--- src/rtl/keypad_pkg.sv ---
// Shared key codes and FSM state type for the keypad entry buffer.
package keypad_pkg;

  localparam logic [3:0] KEY_BACKSPACE = 4'hA;
  localparam logic [3:0] KEY_CLEAR     = 4'hB;
  localparam logic [3:0] KEY_ENTER     = 4'hE;

  typedef enum logic {
    S_IDLE = 1'b0,
    S_HELD = 1'b1
  } state_e;

endpackage

--- src/rtl/key_press_detect.sv ---
// Rising-edge detector on the scan controller's key_valid level.
module key_press_detect (
  input  logic       clk,
  input  logic       reset_p,
  input  logic       i_key_valid,
  input  logic [3:0] i_key_value,
  output logic       o_press,
  output logic [3:0] o_key_code
);

  logic r_key_prev;

  // Reset to 1 so a key held across reset release never counts as a press.
  always_ff @(posedge clk or posedge reset_p) begin
    if (reset_p) begin
      r_key_prev <= 1'b1;
    end else begin
      r_key_prev <= i_key_valid;
    end
  end

  assign o_press    = i_key_valid & ~r_key_prev;
  assign o_key_code = i_key_value;

endmodule

--- src/rtl/keypad_entry_buffer.sv ---
// Multi-digit BCD entry register driven by keypad presses: shift-in, backspace,
// clear, enter/commit, with optional inactivity timeout.
module keypad_entry_buffer
  import keypad_pkg::*;
#(
  parameter int unsigned DIGITS      = 4,
  parameter int unsigned TIMEOUT_CYC = 0
) (
  input  logic                         clk,
  input  logic                         reset_p,
  input  logic [3:0]                   key_value,
  input  logic                         key_valid,
  output logic [4*DIGITS-1:0]          entry_value,
  output logic [$clog2(DIGITS+1)-1:0]  digit_count,
  output logic                         entry_full,
  output logic [4*DIGITS-1:0]          committed_value,
  output logic                         commit_valid,
  output logic                         reject,
  output logic                         timeout
);

  localparam int unsigned EW = 4 * DIGITS;
  localparam int unsigned CW = $clog2(DIGITS + 1);
  localparam logic [CW-1:0] FULL_CNT  = CW'(DIGITS);
  localparam logic [31:0]   TMO_LIMIT = TIMEOUT_CYC;

  state_e          r_state, w_state_d;
  logic [EW-1:0]   r_entry, w_entry_d;
  logic [CW-1:0]   r_count, w_count_d;
  logic [EW-1:0]   r_committed, w_committed_d;
  logic            r_commit_valid, w_commit_valid_d;
  logic            r_reject, w_reject_d;
  logic            r_timeout, w_timeout_d;
  logic [31:0]     r_tmo_cnt, w_tmo_cnt_d;
  logic [31:0]     w_tmo_inc;
  logic            w_press;
  logic [3:0]      w_code;
  logic            w_op;

  key_press_detect u_key_press_detect (
    .clk         (clk),
    .reset_p     (reset_p),
    .i_key_valid (key_valid),
    .i_key_value (key_value),
    .o_press     (w_press),
    .o_key_code  (w_code)
  );

  assign w_op      = w_press && (r_state == S_IDLE);
  assign w_tmo_inc = r_tmo_cnt + 32'd1;

  always_comb begin
    w_state_d        = r_state;
    w_entry_d        = r_entry;
    w_count_d        = r_count;
    w_committed_d    = r_committed;
    w_commit_valid_d = 1'b0;
    w_reject_d       = 1'b0;
    w_timeout_d      = 1'b0;
    w_tmo_cnt_d      = 32'd0;

    unique case (r_state)
      S_IDLE: if (w_op) w_state_d = S_HELD;
      S_HELD: if (!key_valid) w_state_d = S_IDLE;
      default: w_state_d = S_HELD;
    endcase

    if (w_op) begin
      if (w_code <= 4'd9) begin
        if (r_count < FULL_CNT) begin
          w_entry_d = (r_entry << 4) | EW'(w_code);
          w_count_d = r_count + CW'(1);
        end else begin
          w_reject_d = 1'b1;
        end
      end else begin
        case (w_code)
          KEY_BACKSPACE: begin
            if (r_count != '0) begin
              w_entry_d = r_entry >> 4;
              w_count_d = r_count - CW'(1);
            end
          end
          KEY_CLEAR: begin
            w_entry_d = '0;
            w_count_d = '0;
          end
          KEY_ENTER: begin
            if (r_count != '0) begin
              w_committed_d    = r_entry;
              w_commit_valid_d = 1'b1;
              w_entry_d        = '0;
              w_count_d        = '0;
            end else begin
              w_reject_d = 1'b1;
            end
          end
          default: ;
        endcase
      end
    end else if ((TMO_LIMIT != 32'd0) && (r_state == S_IDLE) && (r_count != '0)) begin
      // A press on the expiry edge takes the branch above, so it wins.
      if (w_tmo_inc >= TMO_LIMIT) begin
        w_entry_d   = '0;
        w_count_d   = '0;
        w_timeout_d = 1'b1;
      end else begin
        w_tmo_cnt_d = w_tmo_inc;
      end
    end
  end

  always_ff @(posedge clk or posedge reset_p) begin
    if (reset_p) begin
      r_state        <= S_HELD;
      r_entry        <= '0;
      r_count        <= '0;
      r_committed    <= '0;
      r_commit_valid <= 1'b0;
      r_reject       <= 1'b0;
      r_timeout      <= 1'b0;
      r_tmo_cnt      <= 32'd0;
    end else begin
      r_state        <= w_state_d;
      r_entry        <= w_entry_d;
      r_count        <= w_count_d;
      r_committed    <= w_committed_d;
      r_commit_valid <= w_commit_valid_d;
      r_reject       <= w_reject_d;
      r_timeout      <= w_timeout_d;
      r_tmo_cnt      <= w_tmo_cnt_d;
    end
  end

  assign entry_value     = r_entry;
  assign digit_count     = r_count;
  assign entry_full      = (r_count == FULL_CNT);
  assign committed_value = r_committed;
  assign commit_valid    = r_commit_valid;
  assign reject          = r_reject;
  assign timeout         = r_timeout;

endmodule

--- config.mk ---
export PLATFORM = sky130hd
export DESIGN_NAME = keypad_entry_buffer
export DESIGN_NICKNAME = d
export VERILOG_FILES = /design/src/rtl/keypad_pkg.sv /design/src/rtl/key_press_detect.sv /design/src/rtl/keypad_entry_buffer.sv
export SDC_FILE = /design/constraint.sdc
export NUM_CORES = 1
export LEC_CHECK = 0
export CORE_UTILIZATION = 49
export DETAILED_ROUTE_END_ITERATION = 7
export GPL_TIMING_DRIVEN = 0
export PLACE_DENSITY = 0.75
export SETUP_SLACK_MARGIN = 0.02
export SLEW_MARGIN = 20
export SYNTH_ARGS = -nofsm -noshare
export SYNTH_HDL_FRONTEND = slang
export SYNTH_SLANG_ARGS = --single-unit
--- constraint.sdc ---
create_clock -name clk -period 2.1 [get_ports clk]
set_input_delay 0.315 -clock clk [delete_from_list [all_inputs] [get_ports clk]]
set_output_delay 0.315 -clock clk [all_outputs]
set_load 0.01 [all_outputs]
# Yosys cells after proc, flatten, opt, wreduce, memory -nomap -nowiden
# Index checks and enable logic that the tools add are counted.
# Widths: inputs -> output; s select.
[word_totals]
reg_bits = 39
latch_bits = 0
ramBits = 0
rom_bits = 0
in_bits = 7
output_inout_bits = 39
elab_cells = 50
n_memories = 0
[op_classes]
addsub = 2
n_mul = 0
div_mod_pow = 0
n_lt_le_gt_ge = 2
n_eq_ne = 7
shift = 0
muxes = 22
bitwise = 5
n_reduce_logical = 5
[op_table]
columns = ["operator", "n"]
rows = [
  ["$mux 16", 4],
  ["$pmux 16 s3", 1],
  ["$or 16x4->16", 1],
  ["$eq 4x4->1 const B", 3],
  ["$mux 3", 4],
  ["$mux 1", 11],
  ["$pmux 3 s3", 1],
  ["$ne 3x3->1 const B", 2],
  ["$reduce_and 5->1", 1],
  ["$le 4x4->1 const B", 1],
  ["$reduce_and 4->1", 1],
  ["$reduce_bool 4->1", 1],
  ["$add 3x1->3 const B", 1],
  ["$eq 3x3->1 const B", 1],
  ["$lt 3x3->1 const B", 1],
  ["$not 1->1", 3],
  ["$reduce_bool 3->1", 1],
  ["$sub 3x1->3 const B", 1],
  ["$ne 2x1->1 const B", 1],
  ["$pmux 1 s2", 1],
  ["$and 1x1->1", 1],
  ["$logic_and 1x1->1", 1],
]

# Depth between registers and ports, before layout
# Gate-level depths: netlist of run 1.
[logic_depth]
ltp_word = 5
mapped_depth = 7
depth_no_buf = 6

# Hierarchy
# From an unflattened synthesis of run 1, not the netlist that was laid out.
[unflattened]
cells_unflattened = 164
hier_area_um2 = 1954.4
[modules_own_cells]
columns = ["module", "instances", "cells_each", "area_per_inst_um2", "seq_area_each_um2"]
rows = [
  ["keypad_entry_buffer", 1, 157, 1880.6, 952.2],
  ["key_press_detect", 1, 7, 73.8, 26.3],
]

# Least setup slack after synthesis of run 1
# OpenSTA, ideal clock, no wires.
[synth_path]
path_type = "flip-flop to flip-flop"
from = "register r_count[0], in the netlist digit_count[0]"
to = "register r_entry[0], in the netlist entry_value[0]"
setup_ps = 125
arrival_ps = 1778
required_ps = 1975
slack_ps = 197
stages_incl_launch_ff = 7
n_path_buf = 1
period_less_slack_ps = 1903
path_cell_list = "dfrtp_1 > inv_1 > ha_1 > nand2b_1 > o311ai_4 > buf_6 > mux2_4"
[synth_via]
elab_chain_cells = 3
word_cells_on_any_way = 6
[synth_rtl]
columns = ["element", "line_no", "rtl"]
rows = [
  ["start: declaration", "keypad_entry_buffer.sv:29", "logic [CW-1:0] r_count, w_count_d;"],
  ["start signal: assignment", "keypad_entry_buffer.sv:126", "r_count <= w_count_d;"],
  ["$lt 3x3->1 / $reduce_bool 3->1 (equally long branches)", "keypad_entry_buffer.sv:70, keypad_entry_buffer.sv:79, keypad_entry_buffer.sv:89", ""],
  ["$ne 2x1->1 (no source line) / $ne 3x3->1 (equally long branches)", "--", ""],
  ["$reduce_and 5->1 (no source line) *", "--", ""],
  ["end signal: assignment", "keypad_entry_buffer.sv:125", "r_entry <= w_entry_d;"],
  ["end: declaration", "keypad_entry_buffer.sv:28", "logic [EW-1:0] r_entry, w_entry_d;"],
]
# Every way passes the cells marked *; elsewhere a longest branch is shown, timed or not.
# A chain may end at the register's enable or synchronous reset.

# Worst setup path after layout of run 1
[layout_path]
from = "register r_count[0], in the netlist digit_count[0]"
to = "output entry_full"
[layout_via]
elab_chain_cells = 1
[layout_rtl]
columns = ["element", "line_no", "rtl"]
rows = [
  ["$eq 3x3->1", "keypad_entry_buffer.sv:137", "assign entry_full = (r_count == FULL_CNT);"],
  ["end: declaration", "keypad_entry_buffer.sv:15", "output logic entry_full,"],
]
# Every way passes these cells.

==> results.py, run 1 <==
metrics = {
    "yosys": {
        "ys.warnings.count": 0,
        "synth_edf_count": 0,
        "synth.area.top_cells": "dfrtp_1 50%, mux2_2 14%, mux2i_1 5.4%",
        "seq_area_frac_synth": 0.524,
        "syn_nets": 155,
        "yosysTopAreaCell": "dfrtp_1",
        "synth-seq-cells": 39,
        "yosys-top-cells-count": "37 x dfrtp_1, 24 x mux2_2, 13 x inv_1",
        "yosysUniqueCellTypes": 36,
        "synth_most_common_cell": "dfrtp_1",
        "synth_ff_type": "dfrtp_1",
        "synth_top_area_frac": 0.496,
        "synthCells": 145,
        "async_flop_share": 1.00,
        "syn_avg_cell_area_um2": 12.9,
        "syn_area_um2": 1870,
    },
    "final_layout": {
        "fin_area_um2": 2490,
        "area_growth_pct": 33.3,
        "final_nets": 209,
        "drive_above_1_share": 0.285,
        "final_util": 0.680,
        "diodes": 0,
        "fin_cells": 248,
    },
    "drt": {
        "viasPerCell": 5.26,
        "highest_layer": "met4",
        "final_antenna_net_count": 0,
        "drt-total-wl_um": 3760,
        "wl_met1_um": 1680,
        "wl_met2_um": 1850,
        "wl_met3_um": 176,
        "vias": 1305,
        "wl_per_cell_um": 15.2,
        "first_pass_iters": 4,
        "drc": 0,
        "drt-initial-drc-count": 23,
    },
    "floorplanning": {
        "die_h_um": 63.7,
        "start_util": 0.510,
        "die_w_um": 63.7,
        "die_area_um2": 4060,
        "pin_count": 46,
        "num_rows": 22,
        "core-area_um2": 3660,
    },
    "critical_path": {
        "slowest_stage": "clkdlybuf4s50_1",
        "cp_max_fo": 4,
        "rr_worst_depth": 7,
        "worstPathCellList": "inv_2 -> ha_2 -> and2_1 -> clkdlybuf4s50_1",
        "critPathMaxStageDelay_ns": 0.53,
        "cp-start-kind": "flop",
        "crit_type": "reg2out",
        "path_buf_inv": 2,
        "cp-end-kind": "output pin",
        "rr_endpoint": "committed_value[7]",
        "rrSetupSlack_ns": 0.25,
        "reg2reg_from": "digit_count[0]",
        "cp.required_ns": 1.78,
        "crit_arrival_ns": 1.66,
        "crit_family": "buffers and inverters",
    },
    "timing": {
        "timing.fmax_mhz": 507,
        "setup-tns-final_ns": 0,
        "worst_pin_slew_ns": 0.513,
        "grt_setup_unrepaired": "false",
        "relSlewSlack": 0.658,
        "layout_min_cycle_time_ns": 1.97,
        "slew_viol_final": 0,
        "holdWs_ns": 0.283,
        "finalCritPeriodShare": 0.939,
        "finClkSkew_ns": 0.0105,
        "worst_slack_ns": 0.128,
        "final-setup-viol-count": 0,
        "hold_violations": 0,
    },
    "place": {
        "placed_cell_area_um2": 2370,
        "numPlacedInstances": 236,
        "dp_slack_ns": -0.371,
        "gp_congestion": 0.819,
        "dp.final_hpwl_um": 2620,
        "port_buffers": 42,
    },
    "power": {
        "p_leak_nw": 1.18,
        "irDropWorstVdd_mv": 0.848,
        "power.total_mw": 2.88,
        "power.density_nw_per_um2": 1160,
    },
    "global_routing": {
        "grt_usage": 0.209,
        "grt.overflow.total": 0,
        "grt_pass1_wl_um": 6290,
        "grt_pass1_vias": 1254,
        "grt_max_degree": 27,
        "antenna_found_initial": 0,
    },
    "clocking": {
        "path_clk_slew_ns": 0.08,
        "clk_latency_ns": 0.30,
        "cts_root_buf": "clkbuf_8",
        "cts_sinks": 39,
        "cts_buffers": 5,
        "cts_buffer_depth": 2,
        "cts_tree": "done",
        "htree_levels": 2,
        "holdBufCountCts": 0,
    },
    "worst_hold_path": {
        "hold_class": "in2async",
    },
    "flow_run": {
        "maxCapViolCount": 0,
    },
    "run_status": {
        "status": "completed",
    },
}
[worst register-to-register path, stage by stage (launching register included)]
cell and delay, ns:
dfrtp_1 0.39, inv_2 0.07, ha_2 0.20, nand2b_1 0.16, nand2_1 0.12, nor3_4 0.25
buf_4 0.21, mux2_2 0.34
[placed cells by master, fill, tap and decap left out, types with 4 or more instances in the layout]
master	synthesis	final
nand2_1	8	8
a21oi_1	4	4
mux2_2	24	24
clkbuf_8	0	5
buf_4	2	6
a22o_1	9	9
inv_1	13	11
mux2i_1	10	10
clkdlybuf4s50_1	0	42
dfrtp_1	37	37
[logic make-up after synthesis]
group | synth area share
other cells | 0.00201
flops | 0.524
mux | 0.214
xor+xnor | 0.00469
buf+inv | 0.0536
simple gates | 0.0650
fa+ha+maj | 0.0201
compound gates | 0.117
[report_power, final]
group	internal, mW	switching [mW]	leakage [nW]
sequential	0.988	0.235	0.512
combinational	0.714	0.453	0.626
clock	0.232	0.256	0.0412
[repair_timing]
action	CTS	global route
pin swaps	2	0
endpoints found under the hold margin	0	0
buffers inserted	4	0
resized for setup	1	2
endpoints found under the setup margin	11	1
[per-layer routing]
metal,GRT usage,up-vias
met5,0,-
met4,0.0597,0
met3,0.0714,6
met2,0.328,35
met1,0.273,648
li1,-,616
[sequential cells by signal, indices dropped and copies added, names as in the netlist]
signal                         cells
committed_value                   16
entry_value                       16
digit_count                        3
commit_valid                       1
r_state                            1
reject                             1
u_key_press_detect.r_key_prev      1
[area by class of cell]
cell class | instances | area, µm²
clock buffer | 6 | 72.6
timing repair buffer | 47 | 470
multi-input combinational | 86 | 796
inverter | 13 | 48.8
sequential | 39 | 978
fill | 279 | 1170
clock inverter | 2 | 12.5
tap | 48 | 60.1
buffer | 7 | 51.3
[how the worst max path moves through the flow]
| stage | start | endpoint | slack [ns] | cells after the start |
|---|---|---|---|---|
| after floorplan | digit_count[0] | entry_value[0] | 0.20 | 6 |
| after global placement | key_value[1] | entry_value[0] | -0.33 | 6 |
| after detailed placement | key_value[1] | entry_value[0] | -0.37 | 6 |
| after CTS | digit_count[0] | entry_full | 0.07 | 4 |
| after global routing | digit_count[0] | entry_full | 0.06 | 4 |
| final | digit_count[0] | entry_full | 0.13 | 4 |
No activity file was read; power rests on OpenSTA's default activity.
==> run 2, diff against run 1 <==
--- a/config.mk
+++ b/config.mk
@@ -5,6 +5,7 @@
 export SDC_FILE = /design/constraint.sdc
 export NUM_CORES = 1
 export LEC_CHECK = 0
+export ABC_AREA = 0
 export CORE_UTILIZATION = 49
 export DETAILED_ROUTE_END_ITERATION = 7
 export GPL_TIMING_DRIVEN = 0
@@ -13,4 +14,5 @@
 export SLEW_MARGIN = 20
 export SYNTH_ARGS = -nofsm -noshare
 export SYNTH_HDL_FRONTEND = slang
+export SYNTH_HIERARCHICAL = 1
 export SYNTH_SLANG_ARGS = --single-unit
==> run 2 against run 1 <==
  * Non-clock buffer count increased by 9
  * Critical endpoint unchanged
  * Sequential share of layout area decreased by 0.93 points
  * Worst setup slack improved by 0.0057 ns
  * Via count increased by 15%
  * Count of clock-buffer cells in the layout unchanged
  * Flip-flop and latch count unchanged
  * Global-route usage increased by 2.0 points
  * Critical path type unchanged
==> results.py, run 2 <==
metrics = {
    "clocking": {
        "clk_latency_ns": 0.29,
        "cts_tree": "done",
        "cts_sinks": 39,
        "cts_root_buf": "clkbuf_8",
        "cts_buffers": 5,
        "cts_buffer_depth": 2,
        "htree_levels": 2,
        "path_clk_slew_ns": 0.07,
    },
    "power": {
        "power.density_nw_per_um2": 1180,
        "p_leak_nw": 1.16,
        "power.total_mw": 3.01,
        "irDropWorstVdd_mv": 0.715,
    },
    "floorplanning": {
        "start_util": 0.522,
        "core-area_um2": 3740,
        "pin_count": 46,
        "die_h_um": 65.2,
        "die_area_um2": 4250,
        "num_rows": 22,
        "die_w_um": 65.2,
    },
    "yosys": {
        "synth-seq-cells": 39,
        "synthCells": 164,
        "yosys-top-cells-count": "37 x dfrtp_1, 13 x mux2_2, 11 x a21oi_1",
        "async_flop_share": 1.00,
        "synth_top_area_frac": 0.474,
        "synth_ff_type": "dfrtp_1",
        "seq_area_frac_synth": 0.501,
        "syn_area_um2": 1950,
        "synth_edf_count": 0,
        "ys.warnings.count": 6,
        "syn_avg_cell_area_um2": 11.9,
        "synth_most_common_cell": "dfrtp_1",
        "yosysUniqueCellTypes": 41,
        "synth.area.top_cells": "dfrtp_1 47%, mux2_2 7.5%, a22oi_1 3.1%",
        "syn_nets": 174,
        "yosysTopAreaCell": "dfrtp_1",
    },
    "critical_path": {
        "crit_family": "buffers and inverters",
        "crit_type": "reg2out",
        "cp_max_fo": 5,
        "cp-start-kind": "flop",
        "slowest_stage": "clkdlybuf4s50_1",
        "rr_endpoint": "entry_value[13]",
        "rrSetupSlack_ns": 0.14,
        "worstPathCellList": "inv_1 -> ha_1 -> and2_1 -> clkdlybuf4s50_1",
        "crit_path_start": "digit_count[0]",
        "reg2reg_from": "digit_count[0]",
        "critPathMaxStageDelay_ns": 0.52,
        "cp-end-kind": "output pin",
        "crit_arrival_ns": 1.65,
        "cp.required_ns": 1.78,
        "path_buf_inv": 2,
        "rr_worst_depth": 6,
    },
    "timing": {
        "finalCritPeriodShare": 0.936,
        "finClkSkew_ns": 0.0104,
        "hold_violations": 0,
        "layout_min_cycle_time_ns": 1.97,
        "worst_pin_slew_ns": 0.763,
        "holdWs_ns": 0.371,
        "relSlewSlack": 0.491,
        "slew_viol_final": 0,
        "final-setup-viol-count": 0,
        "timing.fmax_mhz": 509,
        "grt_setup_unrepaired": "false",
        "setup-tns-final_ns": 0,
    },
    "global_routing": {
        "grt_usage": 0.229,
        "antenna_found_initial": 0,
        "grt_max_degree": 39,
        "grt_pass1_vias": 1516,
        "grt.overflow.total": 0,
        "grt_pass1_wl_um": 7330,
    },
    "final_layout": {
        "diodes": 0,
        "final_cell_mix": "40 x clkdlybuf4s50_1, 36 x dfrtp_1, 13 x mux2_2",
        "fin_cells": 267,
        "fillerInstances": 294,
        "seqCellArea_um2": 980,
        "area_growth_pct": 30.7,
        "final_nets": 228,
        "drive_above_1_share": 0.247,
        "multi_input_area_um2": 842,
        "final_common_cell": "clkdlybuf4s50_1",
    },
    "drt": {
        "vias": 1500,
        "wl_per_cell_um": 16.0,
        "viasPerCell": 5.62,
        "drc": 0,
        "drt-initial-drc-count": 63,
        "first_pass_iters": 4,
        "drt-total-wl_um": 4280,
        "final_antenna_net_count": 0,
    },
    "place": {
        "gp_congestion": 0.959,
        "dp.final_hpwl_um": 3010,
        "port_buffers": 40,
        "numPlacedInstances": 252,
    },
    "flow_run": {
        "maxCapViolCount": 0,
    },
    "worst_hold_path": {
        "hold_class": "in2async",
    },
    "run_status": {
        "status": "completed",
    },
}
-- run 2: timing repair --
item / 4_1_cts / 5_1_grt
gates resized for setup: 0 / 1
pin swaps: 2 / 1
setup endpoints to repair: 12 / 9
hold buffers: 0 / 0
buffers inserted: 6 / 1
hold endpoints to repair: 0 / 0
-- run 2: routing by layer --
layer / vias up / global-route usage / wire length, µm
li1: 692 / - / -
met1: 751 / 0.311 / 1950
met2: 49 / 0.363 / 2060
met3: 8 / 0.0451 / 191
met4: 0 / 0.0870 / 82
met5: - / 0 / 0
-- run 2: worst max path at each step --
stage	slack, ns	to	depth (start not counted)
floorplan	0.19	digit_count[0]	7
global placement	-0.38	committed_value[6]	6
detailed placement	-0.45	committed_value[1]	6
CTS	0.09	entry_value[0]	7
global route	0.06	digit_count[0]	7
finish	0.13	entry_full	4
-- run 2: logic make-up after synthesis --
family / share of synthesized area
adder cells (fa/ha/maj): 0.0192
other: 0.00192
AO/OA/AOI/OAI: 0.172
buffers and inverters: 0.0685
AND/OR/NAND/NOR: 0.0877
flip-flops: 0.501
multiplexers: 0.136
XOR/XNOR: 0.0134
-- run 2: per-stage QoR --
| stage | util | worst slack [ns] | instance area (µm²) |
|---|---|---|---|
| after CTS | 0.680 | 0.0931 | 2540 |
| after detailed placement | 0.645 | -0.447 | 2410 |
| after global placement | 0.645 | -0.378 | 2410 |
| final | 0.682 | 0.134 | 2550 |
| after global routing | 0.682 | 0.0558 | 2550 |
| after floorplan | - | 0.187 | 1950 |
-- run 2: power by group --
| part | internal, mW | switching (mW) | total [mW] |
|---|---|---|---|
| Clock | 0.232 | 0.254 | 0.486 |
| Sequential | 1.01 | 0.248 | 1.26 |
| Combinational | 0.753 | 0.512 | 1.27 |
-- run 2: layout make-up --
cell class                 instances  share of cell area
clock buffer                       6              0.0284
multi-input combinational        102               0.330
tap                               48              0.0235
clock inverter                     2             0.00490
inverter                           7              0.0103
sequential                        39               0.384
timing repair buffer              47               0.177
buffer                            16              0.0421
